**config.mk**
```make
export PLATFORM = sky130hd
export DESIGN_NAME = mips_mem_responder_flat
export DESIGN_NICKNAME = d
export VERILOG_FILES = /design/src/rtl/mips_mem_responder_if.sv /design/src/rtl/mips_mem_responder.sv /design/src/flat_wrapper.sv
export SDC_FILE = /design/constraint.sdc
export NUM_CORES = 2
export LEC_CHECK = 0
export ABC_AREA = 1
export CORE_AREA = 2 2 485 487
export CTS_CLUSTER_DIAMETER = 100
export DETAILED_ROUTE_END_ITERATION = 8
export DIE_AREA = 0 0 487 489
export GPL_ROUTABILITY_DRIVEN = 0
export PLACE_DENSITY = 0.63
export SLEW_MARGIN = 30
export SYNTH_ARGS = -nofsm -noshare
export SYNTH_HDL_FRONTEND = slang
export SYNTH_SLANG_ARGS = --single-unit
```
**constraint.sdc**
```tcl
create_clock -name clk -period 5.23 [get_ports clk]
set_input_delay 0.523 -clock clk [delete_from_list [all_inputs] [get_ports clk]]
set_output_delay 0.523 -clock clk [all_outputs]
set_load 0.02 [all_outputs]
```
**src/rtl/mips_mem_responder_if.sv**
```systemverilog
// Memory port between the multicycle MIPS core and its memory responder.
// The core drives the master side and the responder drives the slave side.
interface mips_mem_responder_if;
  logic [31:0] adr;
  logic [31:0] writedata;
  logic        memwrite;
  logic        memread;
  logic [31:0] readdata;
  logic        ready;
  logic        fault;
  logic        done;
  logic        pass;

  modport master (
    output adr, writedata, memwrite, memread,
    input  readdata, ready, fault, done, pass
  );

  modport slave (
    input  adr, writedata, memwrite, memread,
    output readdata, ready, fault, done, pass
  );
endinterface

```
**src/rtl/mips_mem_responder.sv**
```systemverilog
// Word-addressed RAM responder with configurable wait states that also
// watches committed stores and latches a sticky program pass/fail verdict.
module mips_mem_responder #(
  parameter int          DEPTH_LOG2  = 6,
  parameter int          WAIT_CYCLES = 2,
  parameter logic [31:0] WATCH_ADR   = 32'd84,
  parameter logic [31:0] WATCH_DATA  = 32'd7,
  parameter logic [31:0] IGNORE_ADR  = 32'd80
) (
  input  logic                 clk,
  input  logic                 reset,
  mips_mem_responder_if.slave  bus
);

  localparam int          DEPTH     = 1 << DEPTH_LOG2;
  localparam logic [3:0]  WAIT_INIT = (WAIT_CYCLES > 0) ? 4'(WAIT_CYCLES - 1) : 4'd0;

  typedef enum logic [1:0] {
    IDLE,
    WAIT,
    RESP
  } state_t;

  state_t      state_q, state_d;
  logic [3:0]  waitCnt_q, waitCnt_d;
  logic [31:0] adr_q, adr_d;
  logic [31:0] wrData_q, wrData_d;
  logic        isWrite_q, isWrite_d;
  logic [31:0] readdata_q, readdata_d;
  logic        fault_q, fault_d;
  logic        done_q, done_d;
  logic        pass_q, pass_d;
  logic        memWe;

  logic [31:0] mem [DEPTH];

  logic [DEPTH_LOG2-1:0] idx_q;
  logic [DEPTH_LOG2-1:0] idx_d;
  logic                  aligned_q;

  assign idx_q     = adr_q[DEPTH_LOG2+1:2];
  assign idx_d     = adr_d[DEPTH_LOG2+1:2];
  assign aligned_q = (adr_q[1:0] == 2'b00);

  always_ff @(posedge clk) begin
    if (reset) begin
      state_q    <= IDLE;
      waitCnt_q  <= 4'd0;
      adr_q      <= 32'd0;
      wrData_q   <= 32'd0;
      isWrite_q  <= 1'b0;
      readdata_q <= 32'd0;
      fault_q    <= 1'b0;
      done_q     <= 1'b0;
      pass_q     <= 1'b0;
    end else begin
      state_q    <= state_d;
      waitCnt_q  <= waitCnt_d;
      adr_q      <= adr_d;
      wrData_q   <= wrData_d;
      isWrite_q  <= isWrite_d;
      readdata_q <= readdata_d;
      fault_q    <= fault_d;
      done_q     <= done_d;
      pass_q     <= pass_d;
    end
  end

  // RAM is deliberately not reset; a reset in RESP must still block the commit.
  always_ff @(posedge clk) begin
    if (memWe && !reset) begin
      mem[idx_q] <= wrData_q;
    end
  end

  always_comb begin
    state_d    = state_q;
    waitCnt_d  = waitCnt_q;
    adr_d      = adr_q;
    wrData_d   = wrData_q;
    isWrite_d  = isWrite_q;
    readdata_d = 32'd0;
    fault_d    = fault_q;
    done_d     = done_q;
    pass_d     = pass_q;
    memWe      = 1'b0;

    case (state_q)
      IDLE: begin
        if (bus.memwrite || bus.memread) begin
          adr_d     = bus.adr;
          wrData_d  = bus.writedata;
          isWrite_d = bus.memwrite;
          if (WAIT_CYCLES == 0) begin
            state_d = RESP;
          end else begin
            state_d   = WAIT;
            waitCnt_d = WAIT_INIT;
          end
        end
      end
      WAIT: begin
        if (waitCnt_q == 4'd0) begin
          state_d = RESP;
        end else begin
          waitCnt_d = waitCnt_q - 4'd1;
        end
      end
      RESP: begin
        state_d   = IDLE;
        waitCnt_d = 4'd0;
        if (!aligned_q) begin
          fault_d = 1'b1;
        end else if (isWrite_q) begin
          memWe = 1'b1;
          if (!done_q) begin
            if (adr_q == WATCH_ADR && wrData_q == WATCH_DATA) begin
              done_d = 1'b1;
              pass_d = 1'b1;
            end else if (adr_q != IGNORE_ADR) begin
              done_d = 1'b1;
              pass_d = 1'b0;
            end
          end
        end
      end
      default: begin
        state_d = IDLE;
      end
    endcase

    // Read data is captured on the edge that enters RESP so it lines up with ready.
    if (state_q != RESP && state_d == RESP && !isWrite_d && adr_d[1:0] == 2'b00) begin
      readdata_d = mem[idx_d];
    end
  end

  assign bus.ready    = (state_q == RESP);
  assign bus.readdata = readdata_q;
  assign bus.fault    = fault_q;
  assign bus.done     = done_q;
  assign bus.pass     = pass_q;

endmodule

```
**src/flat_wrapper.sv**
```systemverilog
// flat-port wrapper written by rule: the top's interface ports become plain ports
module mips_mem_responder_flat 
#(
  parameter int          DEPTH_LOG2  = 6,
  parameter int          WAIT_CYCLES = 2,
  parameter logic [31:0] WATCH_ADR   = 32'd84,
  parameter logic [31:0] WATCH_DATA  = 32'd7,
  parameter logic [31:0] IGNORE_ADR  = 32'd80
)
  (clk, reset, bus_adr, bus_writedata, bus_memwrite, bus_memread, bus_readdata, bus_ready, bus_fault, bus_done, bus_pass);
  mips_mem_responder_if bus_i ();
  input  logic clk;
  input  logic reset;
  input wire logic [$bits(bus_i.adr)-1:0] bus_adr;
  input wire logic [$bits(bus_i.writedata)-1:0] bus_writedata;
  input wire logic [$bits(bus_i.memwrite)-1:0] bus_memwrite;
  input wire logic [$bits(bus_i.memread)-1:0] bus_memread;
  output wire logic [$bits(bus_i.readdata)-1:0] bus_readdata;
  output wire logic [$bits(bus_i.ready)-1:0] bus_ready;
  output wire logic [$bits(bus_i.fault)-1:0] bus_fault;
  output wire logic [$bits(bus_i.done)-1:0] bus_done;
  output wire logic [$bits(bus_i.pass)-1:0] bus_pass;
  assign bus_i.adr = bus_adr;
  assign bus_i.writedata = bus_writedata;
  assign bus_i.memwrite = bus_memwrite;
  assign bus_i.memread = bus_memread;
  assign bus_readdata = bus_i.readdata;
  assign bus_ready = bus_i.ready;
  assign bus_fault = bus_i.fault;
  assign bus_done = bus_i.done;
  assign bus_pass = bus_i.pass;
  mips_mem_responder #(.DEPTH_LOG2(DEPTH_LOG2), .WAIT_CYCLES(WAIT_CYCLES), .WATCH_ADR(WATCH_ADR), .WATCH_DATA(WATCH_DATA), .IGNORE_ADR(IGNORE_ADR)) u_core (.clk(clk), .reset(reset), .bus(bus_i));
endmodule
```
Word level (Yosys, flattened, before mapping)
Memories as Yosys holds them, arrays and structs flattened. A register that Yosys moved wholly into a read port is not among the register bits.
Index checks and enable logic that the tools add are counted.
- bits in writable memories: 2048
- memories kept: 1
- bits of input ports: 68
- word-level logic and storage cells: 63
- register bits: 74
- memories (memory ; depth ; width ; rd ports ; clocked after memory_dff ; wr ports ; RTL line ; text):
    u_core.mem ; 64 ; 32 ; 1 ; 1 ; 1 ; mips_mem_responder.sv:35 ; logic [31:0] mem [DEPTH];
- muxes and demuxes: 20
- add/subtract/negate cells: 1
- reduce and logical (&&, ||, !) cells: 20
- eq/ne operators: 9
- bitwise operators: 3
- operator list (kind ; number):
    $eq A32 B3 Y1 const B ; 1
    $eq A32 B7 Y1 const B ; 1
    $ne A32 B7 Y1 const B ; 1
    $mux W8 ; 2
    $mux W1 ; 12
    $pmux W4 S3 ; 1
    $mux W4 ; 2
    $logic_not A2 Y1 ; 3
    $reduce_and A3 Y1 ; 2
    $logic_and A1 B1 Y1 ; 5
    $reduce_and A5 Y1 ; 1
    $eq A2 B2 Y1 const B ; 2
    $logic_not A4 Y1 ; 1
    $mux W2 ; 2
    $ne A2 B2 Y1 const B ; 2
    $pmux W2 S2 ; 1
    $reduce_and A2 Y1 ; 2
    $sub A4 B1 Y4 const B ; 1
    $not A1 Y1 ; 3
    $reduce_bool A3 Y1 ; 1
    $eq A2 B1 Y1 const B ; 1
    $logic_not A1 Y1 ; 2
    $ne A2 B1 Y1 const B ; 1
    $reduce_bool A2 Y1 ; 1
    other kinds (2) ; 2

Logic depth before layout (Yosys ltp)
- word-level depth: 9
- mapped depth: 18
- depth with buffers taken out: 15

Worst setup path before layout
No wires, ideal clock.
- path type: reg-to-reg
- from: reg u_core.state_q[0]
- to: mem u_core.mem[16][0] (enable)
- stages on the path, launching flop included: 8
- library setup time: 0.461 ns
- slack: 0.991 ns
- arrival time: 3.778 ns
- path buffers: 1
- cells stage by stage: dfxtp_1 inv_1 ha_1 nand3_1 nor2_1 inv_1 clkbuf_1 nor3_1
- word-level cells in the longest chain between the ends: 5
- RTL lines (element ; RTL line ; text):
    start: declaration ; mips_mem_responder.sv:24 ; state_t state_q, state_d;
    start signal: assignment ; mips_mem_responder.sv:57 ; state_q <= state_d;
    $eq A2 B2 Y1 ; n/a ;
    named net bus_ready ; flat_wrapper.sv:19 ; output wire logic [$bits(bus_i.ready)-1:0] bus_ready;
    $mux W1 ; mips_mem_responder.sv:88 ; case (state_q)
    $logic_and A1 B1 Y1 ; mips_mem_responder.sv:71 ; if (memWe && !reset) begin
    $mux W1 ; mips_mem_responder.sv:71 ;
    $mux W1 (implied by the code) ; mips_mem_responder.sv:72 ; mem[idx_q] <= wrData_q;
    end: declaration ; mips_mem_responder.sv:35 ;
The timed path passes the listed nets, and every way through them passes these cells.

Worst setup path after layout
- from: reg u_core.state_q[0]
- to: reg u_core.readdata_q[4] (netlist: u_core.bus.readdata[4]), read port of u_core.mem
- word-level cells in the longest chain between the ends: 8
- elaborated cells between the ends (all ways): 16
- those cells by class: eq/ne (3); mux (5); bitwise (1); reduce/logical (7)
- RTL lines (element ; RTL line ; text):
    $eq A2 B1 Y1, or another cell as far along ; mips_mem_responder.sv:88 ;
    $pmux W2 S2 ; mips_mem_responder.sv:88 ;
    $eq A2 B2 Y1 ; mips_mem_responder.sv:133 ; if (state_q != RESP && state_d == RESP && !isWrite_d && adr_d[1:0] == 2'b00) begin
    $logic_and A1 B1 Y1 (3 in series) ; mips_mem_responder.sv:133 ;
    $not A1 Y1 (no source line) ; n/a ;
    $reduce_or A2 Y1 (no source line) ; n/a ;
    end: declaration ; mips_mem_responder.sv:29 ; logic [31:0] readdata_q, readdata_d;
Parallel ways exist; a longest one is shown, timed or not.
A chain may end at the register's enable or synchronous reset.

==> summary.txt <==
Run status
  – Outcome: complete, no violations

Timing
  – F_max: 0.242 GHz
  – RSZ-0062 raised after global routing: false
  – Rel. slew slack: 0.268
  – Crit share post-route: 0.791
  – Setup-failing EPs final: 0
  – Min Tclk post-route: 4.14 ns
  – TNS Setup: 0 ns
  – Clock skew: 0.0457 ns
  – Final hold vios: 0
  – Slew @ Worst Pin: 1.09 ns
  – Fin. max-slew vios: 0

Worst setup path
  – Crit. End Element: flop
  – Critical Path RT: 6.03 ns
  – Setup CP Type: reg2reg
  – Arrival time worst endpoint: 4.93 ns
  – Max incr delay on CP: 0.89 ns
  – Register-to-Register Setup Slack: 1.09 ns
  – CP Cell Sequence: inv_1 -> ha_1 -> o21ai_4 -> buf_4 -> or2_2 -> o21a_1 -> nor4_2 -> nand3_2 -> inv_2 -> nand2_1 -> nor2_1
  – Slowest-stage cell, CP: inv_2
  – Crit-path max FO: 74
  – Worst Setup Start Kind: flop

Global route
  – Largest net degree at the start of global routing: 104
  – Gr ovfl total: 0
  – First-pass GRT wire length: 369 mm
  – Number of global-route vias before repair: 57,700
  – Total track usage: 0.206
  – Initial antenna violation count: 6

Final layout
  – P&R area growth vs syn: 14.1%
  – Non-filler instance count after layout: 11,100
  – Leading cell type in the layout, fill and taps excluded: nand2_1
  – NumNets Final: 7,927
  – Core Util, Final: 0.430
  – Layout cell share with drive strength beyond 1: 0.0828
  – Most frequent cells in the layout: 2,129 x nand2_1, 2,048 x edfxtp_1, 1,816 x nand3_1

Floorplan
  – Die Ht: 489 um
  – Die area: 0.238 mm^2
  – Horiz. Die Dim: 487 um
  – Rows: 178
  – Starting Density: 0.377
  – Io pins: 104
  – Core ar.: 0.234 mm^2

Drt
  – Post-route met1 wirelength: 102 mm
  – DR WL met3: 22.7 mm
  – Residual DRC: 0
  – Via density: 5.37
  – Top Layer Used: met5
  – Vias: 59,600
  – DR iter-0 viols: 7,775
  – DR WL/cell: 22.6 um
  – Metal2 WL: 117 mm
  – Initial DRT Pass Iterations: 8
  – ANT nets after route: 0
  – Drt total wl: 250 mm

Clock tree
  – TritonCTS buffer count: 212
  – Sink Count: 2,154
  – # resized after CTS: 0
  – Post-CTS setup buffer count: 0
  – CTS Buffer Depth: 3
  – H-tree Lvls: 4
  – Clock transition at path regs: 0.06 ns
  – Post-CTS Hold Fix Bufs: 0
  – CTS tree: done
  – Worst-Skew Late Latency: 0.87 ns
  – Clk root buf: clkbuf_16

Power
  – Pwr Density: 458 mW/mm^2
  – IR Drop Worst-Case VDD: 413 uV
  – Pleak: 36.9 nW
  – Total Power: 46.0 mW

Flow run
  – Max-cap viol count: 0

Synth
  – Synthesized cell area: 0.0880 mm^2
  – Number of library cell types mapped by synthesis: 34
  – Sequential area share after synthesis: 0.723
  – Syn nets: 7,833
  – FFs w/ async S/R, synth: 0
  – Syn Inst Count: 7,759
  – Avg Cell Area, Syn: 11.3 um^2
  – Synth warnings: 0
  – Top_reg_cell synth: edfxtp_1
  – Yosys reg bits: 2,154
  – Post-synth EDFFs: 2,048

Placement
  – Inst Count DP: 10,700
  – I/O Buffers: 103
  – Dpl hpwl: 136 mm

Worst hold path
  – Worst Hold Class: in2reg
-- registers in the layout, summed over array words and instances, names as in the netlist --
name	flops
u_core.wrData_q	32
u_core.bus.readdata	32
u_core.bus.pass	1
u_core.mem	2048
u_core.waitCnt_q	4
u_core.bus.fault	1
u_core.adr_q	32
u_core.bus.done	1
u_core.isWrite_q	1
u_core.state_q	2
-- metrics by stage --
| stage | area, um^2 | hold WS, ns | setup WS [ns] |
|---|---|---|---|
| 6_report | 100000 | 0.288 | 1.09 |
| 5_1_grt | 100000 | 0.282 | 0.915 |
| 4_1_cts | 100000 | 0.229 | 1.16 |
| 3_5_place_dp | 93700 | 0.446 | 0.941 |
| 3_3_place_gp | 93600 | 0.439 | 0.942 |
| 2_1_floorplan | 88000 | 0.429 | 0.991 |
-- report_power, final --
group,leakage (nW),switching [mW],internal [mW]
Clock,3.30,6.48,8.31
Sequential,19.6,0.122,19.8
Combinational,14.0,8.31,3.02
-- path summary, 6_finish.rpt --
kind	start	to	cells after the start
hold / removal	bus_adr[30]	u_core.adr_q[30]	3
setup / recovery	u_core.state_q[0]	u_core.bus.readdata[4]	11
setup reg to reg	u_core.state_q[0]	u_core.bus.readdata[4]	11
hold reg to reg	u_core.adr_q[11]	u_core.adr_q[11]	2
-- critical path, delay by kind of cell, from the launching register on --
family	cells	cell delay, ns
simple gates	5	1.60
fa+ha+maj	1	0.41
flops	1	0.35
compound gates	2	0.31
buf+inv	3	1.32
-- area by class of cell --
| type | count | area, um^2 |
|---|---|---|
| flip-flops and latches | 2154 | 63700 |
| fillers | 21000 | 133000 |
| inverters | 633 | 2390 |
| multi-input cells | 4503 | 20300 |
| clock buffers | 311 | 5980 |
| diodes | 1 | 2.50 |
| repair buffers | 349 | 3540 |
| clock inverters | 84 | 749 |
| well taps | 3060 | 3830 |
-- logic make-up after synthesis --
group | count (synthesis) | share of synthesized area
AOI/OAI and AO/OA | 218 | 0.0138
adders and majority gates | 6 | 0.000853
buffers and inverters | 1102 | 0.0528
DFF | 2154 | 0.723
and+or+nand+nor | 4279 | 0.210
-- Yosys cell counts, types with 3 or more instances --
master / number / area (um^2)
nand3_1: 1816 / 9090
ha_1: 6 / 75.1
buf_1: 32 / 120
nand4_1: 10 / 62.6
o22ai_1: 23 / 144
edfxtp_1: 2048 / 61500
nor4_1: 11 / 68.8
dfxtp_1: 106 / 2120
o21ai_0: 101 / 505
inv_1: 629 / 2360
buf_4: 32 / 240
o211ai_1: 22 / 165
nor3_1: 18 / 90.1
clkbuf_1: 99 / 372
a21oi_1: 53 / 265
nand2_1: 2129 / 7990
or2_2: 3 / 18.8
inv_2: 4 / 15.0
o21ai_1: 8 / 40.0
nor2_1: 281 / 1050
o21ai_2: 5 / 43.8
nand2_2: 5 / 31.3
buf_2: 305 / 1530
-- routing by layer --
metal | track usage | vias to the layer above
met5 | 0 | -
met4 | 0.0731 | 6
met3 | 0.0339 | 481
met2 | 0.334 | 2951
met1 | 0.280 | 29200
li1 | - | 26900
(Power assumes the default switching activity.)
